--- src/rtl/masked_scan_pipe_pkg.sv ---
// masked_pipe_pkg: share packing and width helpers for the masked scan pipeline
package masked_pipe_pkg;
  function automatic int share_slice(int s, int width);
    return s * width;
  endfunction
  function automatic int occ_width(int depth);
    return depth < 2 ? 1 : $clog2(depth + 1);
  endfunction
endpackage

--- src/rtl/masked_scan_pipe_if.sv ---
// masked_scan_pipe_if: control, share data and status bundle of the masked scan pipeline
interface masked_scan_pipe_if import masked_pipe_pkg::*; #(
  parameter int SHARES = 2,
  parameter int WIDTH = 4,
  parameter int DEPTH = 1
) ();
  logic sel;
  logic en;
  logic flush;
  logic in_valid;
  logic [SHARES*WIDTH-1:0] D0;
  logic [SHARES*WIDTH-1:0] D1;
  logic [SHARES*WIDTH-1:0] Q;
  logic out_valid;
  logic [occ_width(DEPTH)-1:0] occupancy;
  modport master (output sel, en, flush, in_valid, D0, D1, input Q, out_valid, occupancy);
  modport slave (input sel, en, flush, in_valid, D0, D1, output Q, out_valid, occupancy);
endinterface

--- src/rtl/masked_scan_pipe_scan_dff_en.sv ---
// scan_dff_en: one-share scan-mux register with enable and synchronous clear
module scan_dff_en #(
  parameter int WIDTH = 4
) (
  input  logic clk,
  input  logic rst_n,
  input  logic clr_i,
  input  logic en_i,
  input  logic sel_i,
  input  logic [WIDTH-1:0] d0_i,
  input  logic [WIDTH-1:0] d1_i,
  output logic [WIDTH-1:0] q_o
);
  logic [WIDTH-1:0] q_q, q_d;
  always_comb q_d = clr_i ? '0 : en_i ? (sel_i ? d1_i : d0_i) : q_q;
  always_ff @(posedge clk) begin
    if (!rst_n) q_q <= '0;
    else q_q <= q_d;
  end
  assign q_o = q_q;
endmodule

--- src/rtl/masked_scan_pipe.sv ---
// masked_scan_pipe: per-share scan-mux feeding a DEPTH-stage pipeline with stall, flush and valid tracking
module masked_scan_pipe import masked_pipe_pkg::*; #(
  parameter int SHARES = 2,
  parameter int WIDTH = 4,
  parameter int DEPTH = 1
) (
  input logic clk,
  input logic rst_n,
  masked_scan_pipe_if.slave bus
);
  localparam int OCC_W = occ_width(DEPTH);
  logic [WIDTH-1:0] st [DEPTH][SHARES];
  logic [DEPTH-1:0] v_q, v_d;
  logic [OCC_W-1:0] occ_q, occ_d;
  // each share owns its own register chain; only sel and control are common
  for (genvar i = 0; i < DEPTH; i++) begin : g_stage
    for (genvar s = 0; s < SHARES; s++) begin : g_share
      if (i == 0) begin : g_mux
        scan_dff_en #(.WIDTH(WIDTH)) u_reg (
          .clk(clk), .rst_n(rst_n), .clr_i(bus.flush), .en_i(bus.en), .sel_i(bus.sel),
          .d0_i(bus.D0[share_slice(s, WIDTH) +: WIDTH]),
          .d1_i(bus.D1[share_slice(s, WIDTH) +: WIDTH]),
          .q_o(st[i][s])
        );
      end else begin : g_pipe
        scan_dff_en #(.WIDTH(WIDTH)) u_reg (
          .clk(clk), .rst_n(rst_n), .clr_i(bus.flush), .en_i(bus.en), .sel_i(1'b0),
          .d0_i(st[i-1][s]), .d1_i('0), .q_o(st[i][s])
        );
      end
      if (i == DEPTH - 1) begin : g_out
        assign bus.Q[share_slice(s, WIDTH) +: WIDTH] = st[i][s];
      end
    end
  end
  always_comb begin
    v_d = bus.flush ? '0 : bus.en ? DEPTH'({v_q, bus.in_valid}) : v_q;
    occ_d = bus.flush ? '0 : bus.en ? occ_q + OCC_W'(bus.in_valid) - OCC_W'(v_q[DEPTH-1]) : occ_q;
  end
  always_ff @(posedge clk) begin
    if (!rst_n) begin
      v_q <= '0;
      occ_q <= '0;
    end else begin
      v_q <= v_d;
      occ_q <= occ_d;
    end
  end
  assign bus.out_valid = v_q[DEPTH-1];
  assign bus.occupancy = occ_q;
endmodule

--- src/flat_wrapper.sv ---
// flat-port wrapper written by rule: the top's interface ports become plain ports
module masked_scan_pipe_flat import masked_pipe_pkg::*;
#(
  parameter int SHARES = 2,
  parameter int WIDTH = 4,
  parameter int DEPTH = 1
)
  (clk, rst_n, bus_sel, bus_en, bus_flush, bus_in_valid, bus_D0, bus_D1, bus_Q, bus_out_valid, bus_occupancy);
  masked_scan_pipe_if #(.SHARES(SHARES), .WIDTH(WIDTH), .DEPTH(DEPTH)) bus_i ();
  input logic clk;
  input logic rst_n;
  input wire logic [$bits(bus_i.sel)-1:0] bus_sel;
  input wire logic [$bits(bus_i.en)-1:0] bus_en;
  input wire logic [$bits(bus_i.flush)-1:0] bus_flush;
  input wire logic [$bits(bus_i.in_valid)-1:0] bus_in_valid;
  input wire logic [$bits(bus_i.D0)-1:0] bus_D0;
  input wire logic [$bits(bus_i.D1)-1:0] bus_D1;
  output wire logic [$bits(bus_i.Q)-1:0] bus_Q;
  output wire logic [$bits(bus_i.out_valid)-1:0] bus_out_valid;
  output wire logic [$bits(bus_i.occupancy)-1:0] bus_occupancy;
  assign bus_i.sel = bus_sel;
  assign bus_i.en = bus_en;
  assign bus_i.flush = bus_flush;
  assign bus_i.in_valid = bus_in_valid;
  assign bus_i.D0 = bus_D0;
  assign bus_i.D1 = bus_D1;
  assign bus_Q = bus_i.Q;
  assign bus_out_valid = bus_i.out_valid;
  assign bus_occupancy = bus_i.occupancy;
  masked_scan_pipe #(.SHARES(SHARES), .WIDTH(WIDTH), .DEPTH(DEPTH)) u_core (.clk(clk), .rst_n(rst_n), .bus(bus_i));
endmodule
--- config.mk ---
export PLATFORM = sky130hd
export DESIGN_NAME = masked_scan_pipe_flat
export DESIGN_NICKNAME = d
export VERILOG_FILES = /design/src/rtl/masked_scan_pipe_pkg.sv /design/src/rtl/masked_scan_pipe_if.sv /design/src/rtl/masked_scan_pipe_scan_dff_en.sv /design/src/rtl/masked_scan_pipe.sv /design/src/flat_wrapper.sv
export SDC_FILE = /design/constraint.sdc
export NUM_CORES = 1
export LEC_CHECK = 0
export BUFFER_PORTS_ARGS = -buffer_cell sky130_fd_sc_hd__buf_2
export CORE_UTILIZATION = 30
export CTS_CLUSTER_DIAMETER = 200
export CTS_CLUSTER_SIZE = 10
export DETAILED_ROUTE_END_ITERATION = 10
export HOLD_SLACK_MARGIN = 0.06
export PLACE_DENSITY = 0.68
export SYNTH_ARGS = -nofsm -noshare
export SYNTH_HDL_FRONTEND = slang
export SYNTH_SLANG_ARGS = --single-unit
--- constraint.sdc ---
create_clock -name clk -period 1.2 [get_ports clk]
set_input_delay 0 -clock clk [delete_from_list [all_inputs] [get_ports clk]]
set_output_delay 0 -clock clk [all_outputs]
set_load 0.01 [all_outputs]
After elaboration in Yosys (flattened, before gate mapping) --
Cells that the tools add are included.
Storage, ports and cells: flip-flop bits (word level) 10, output and inout port bits 10, word-level logic and storage cells 10
Cells by class: add/sub/neg operators 2, mux-type cells 2, bitwise operators 1, reduce and logical (&&, ||, !) cells 1
Operator list (count):
- $mux 4 | 2
- $reduce_or 2->1 | 1
- $add 1x1->1 | 1
- $not 1->1 | 1
- $sub 1x1->1 | 1

Longest topological paths before layout --
depth after elaboration 2, gate-level depth with buffers 4, mapped depth without buffers 3

Modules after synthesis --
A second synthesis with hierarchy kept.
Unflattened totals: cell total of the unflattened synthesis 47, area, all modules 455.4 µm²
Modules (own cells, without submodules):
- scan_dff_en | cells an instance 19, area each 180.2 µm², seq. area each 80.1 µm², times used 2
- masked_scan_pipe | cells an instance 9, area each 95.1 µm², seq. area each 40.0 µm², times used 1

Worst setup path before layout --
No wires, ideal clock.
path type register to register, from register u_core.v_q (netlist: u_core.bus.out_valid), to register u_core.occ_q (netlist: u_core.bus.occupancy), cell stages (with the launch flop) 4, period minus slack after synthesis 0.969 ns, arrival time 0.852 ns, buffers on the path 0, slack 0.231 ns, setup time 0.116 ns, cell sequence dfxtp_1 -> xor2_1 -> a211oi_1 -> a31o_2
On the way: longest elaborated chain between the ends 1
Ends and longest elaborated chain:
- start, declared | line masked_scan_pipe.sv:13 | logic [DEPTH-1:0] v_q, v_d;
- start signal, assigned | line masked_scan_pipe.sv:45 | v_q <= v_d;
- $sub 1x1->1 | line masked_scan_pipe.sv:38 | occ_d = bus.flush ? '0 : bus.en ? occ_q + OCC_W'(bus.in_valid) - OCC_W'(v_q[DEPTH-1]) : occ_q;
- end signal, assigned | line masked_scan_pipe.sv:43 | occ_q <= '0;
- end signal, assigned | line masked_scan_pipe.sv:46 | occ_q <= occ_d;
- end, declared | line masked_scan_pipe.sv:14 | logic [OCC_W-1:0] occ_q, occ_d;
Every way passes these cells. A chain may end at the register's enable or synchronous reset.

Final worst setup path --
from input port bus_in_valid, to register u_core.occ_q (netlist: u_core.bus.occupancy)
On the way: longest elaborated chain between the ends 2
Ends and longest elaborated chain:
- start, declared | line flat_wrapper.sv:15 | input wire logic [$bits(bus_i.in_valid)-1:0] bus_in_valid;
- $add 1x1->1 | line masked_scan_pipe.sv:38
- $sub 1x1->1 | line masked_scan_pipe.sv:38
Every way passes these cells.

==> results_dict.tcl <==
set metrics [dict create \
    finClkSkew_ns 0.000006134 \
    startpoint_type "input port" \
    period_share 0.8382 \
    cap_violations 0 \
    hold_path_class "input port to flip-flop" \
    crit_family "buffers and inverters" \
    clk_path_buf_depth 2 \
    final_common_cell "buf_2" \
    place_area_um2 596.8 \
    num_vias 424 \
    drc 0 \
    synthesis.instances 46 \
    fin_nets 101 \
    peakVddDrop_mv 0.6193 \
    end_kind "flip-flop" \
    antenna_cells 0 \
    synth_seq_cells 10 \
    maxSlewViolCount 0 \
    leakage_nw 0.3358 \
    tightest_slew_ns 0.4249 \
    avgRoutedWirePerCell_um 9.742 \
    p_comb_frac 0.154 \
    internal-power_mw 0.5917 \
    place_congestion 0.6171 \
    worstReg2RegEnd "u_core.bus.occupancy" \
    min_to "u_core.g_stage[0].g_share[1].g_mux.u_reg.q_o[0]" \
    coreArea_um2 1366 \
    cp_num_buf_inv 2 \
    power_frac_clock 0.385 \
    synthTopCellsByArea "dfxtp_1, mux2i_1, a211oi_1, nor2_1, buf_6" \
    dp_cells 88 \
    p_sw_frac 0.2274 \
    finalHoldViolations 0 \
    clk_latency_ns 0.26 \
    antenna_found_initial 0 \
    finalNonFillerCells 93 \
    synth_cell_types 10 \
    cpPeakStageDelay_ns 0.53 \
    reg2reg_from "u_core.bus.out_valid" \
    syn_nets 68 \
    setup_tns_ns 0 \
    min_from "bus_D0[4]" \
    synth_top_area_cell "dfxtp_1" \
    clkSinkCount 10 \
    io_pins 32 \
    overflow 0 \
    path_cells "dlygate4sd3_1 > buf_2 > xor2_1 > a211oi_1 > a31o_2" \
    io_buffers 31 \
    relSlewSlack 0.7167 \
    first_pass_iters 2 \
    area_growth_pct 39.67 \
    max_freq_mhz 994.2 \
    timing.critical_path.arrival_ns 1.16 \
    cts_buffers 3 \
    final_core_util 0.4707 \
    cp_slowest_cell "dlygate4sd3_1" \
    tritoncts "built" \
    finalCriticalPeriod_ns 1.006 \
    clkTransAtPathRegs_ns 0.07 \
    dieArea_um2 1695 \
    die_w_um 41.18 \
    track_usage 0.1309 \
    netlist_area_um2 460.4 \
    seqPwrFrac 0.461 \
    antenna_left 0 \
    layout_common_cells "buf_2, nor2_1, dfxtp_1" \
    r2r_setup_slack_ns 0.22 \
    die_height_um 41.18 \
    grt_max_degree 20 \
    cts-resized-gates 0 \
    initial_core_util 0.3370 \
    first_iter_violations 1 \
    vias_per_cell 4.559 \
    reg2reg_depth 3 \
    yosysSeqAreaShare 0.4348 \
    wl_um 906 \
    path_max_fanout 2 \
    final_cell_area_um2 643.1 \
    rsz0062_at_grt "no" \
    drive_gt1_frac 0.4615 \
    ys_warn_count 0 \
    critPathKind "input port to flip-flop" \
    synth_top_area_frac 0.4348 \
    status "complete, no violations" \
    rows 13 \
    avgSynthCellArea_um2 10.01 \
    worstHoldPathCells 3 \
    h-tree-depth 1 \
    dp_hpwl_um 691.6 \
    setup_viol 0 \
    required_ns 1.35 \
    p_sw_mw 0.1742 \
    cts_root_buffer "clkbuf_4" \
    grt_pass1_vias 343 \
    grt_pass1_wl_um 1338 \
    power_density_nw_per_um2 1191 \
]
-- cell usage after synthesis --
cell      number
nor2_1        10
inv_1          1
dfxtp_1       10
mux2i_1        9
a211oi_1       9
buf_6          2
buf_4          2
xor2_1         1
a31o_2         1
nand2b_1       1
-- area by class of cell --
class | instances | area, µm²
sequential | 10 | 200.2
inverter | 1 | 3.754
fill | 149 | 723.2
timing repair buffer | 32 | 165.2
multi-input combinational | 31 | 219.0
clock buffer | 4 | 36.28
tap | 15 | 18.77
-- metrics by stage --
| stage | hold WS (ns) | setup slack, ns | power [mW] |
|---|---|---|---|
| after detailed placement | 0.2759 | 0.2267 | 0.4782 |
| after floorplan | 0.1472 | 0.2313 | 0.4344 |
| after CTS | 0.07217 | 0.2003 | 0.7790 |
| final | 0.07642 | 0.1942 | 0.7659 |
| after global routing | 0.09647 | 0.1494 | 0.8089 |
| after global placement | 0.2668 | 0.2692 | 0.4759 |
-- state kept, by name (all words and copies together) (netlist names) --
signal,flops
u_core.bus.out_valid,1
u_core.g_stage.g_share.g_mux.u_reg.q_o,8
u_core.bus.occupancy,1
-- cell families (layout without fill, tap and decap cells) --
logic type / Yosys count / after routing / synth area share
AOI/OAI and AO/OA: 10 / 10 / 0.1658
xor gates and xnor gates: 1 / 1 / 0.01903
buffers and inverters: 5 / 37 / 0.08965
DFF: 10 / 10 / 0.4348
muxes: 9 / 9 / 0.1957
and+or+nand+nor: 11 / 11 / 0.09513
-- worst register-to-register path, cell delays in order (launching register included) --
cell and delay, ns:
dfxtp_1 0.35, xor2_1 0.19, a211oi_1 0.10, a31o_2 0.23
-- what timing repair did --
item                      CTS  global route
hold endpoints to repair    1             0
hold buffers                1             0
setup buffers               0             0
-- routing by layer --
| layer | vias to the layer above | share of wire | global-route usage |
|---|---|---|---|
| met5 | - | 0 | 0 |
| met4 | 0 | 0.013 | 0.09677 |
| met3 | 2 | 0.077 | 0.04891 |
| met2 | 17 | 0.45 | 0.1992 |
| met1 | 177 | 0.46 | 0.1471 |
| li1 | 228 | - | - |
-- worst max-delay path by stage --
stage	slack, ns	cells after the start	start	endpoint
global placement	0.27	3	u_core.bus.out_valid	u_core.bus.occupancy
CTS	0.20	5	bus_in_valid	u_core.bus.occupancy
global route	0.15	5	bus_in_valid	u_core.bus.occupancy
floorplan	0.23	3	u_core.bus.out_valid	u_core.bus.occupancy
finish	0.19	5	bus_in_valid	u_core.bus.occupancy
detailed placement	0.23	3	u_core.bus.out_valid	u_core.bus.occupancy
-- power by group through the flow --
stage	logic, mW	registers, mW	clock network (mW)
global placement	0.115	0.361	0
finish	0.118	0.353	0.295
global route	0.131	0.356	0.322
floorplan	0.0660	0.368	0
detailed placement	0.117	0.361	0
CTS	0.120	0.354	0.306
Note: power is estimated with default switching activity, not from simulation.
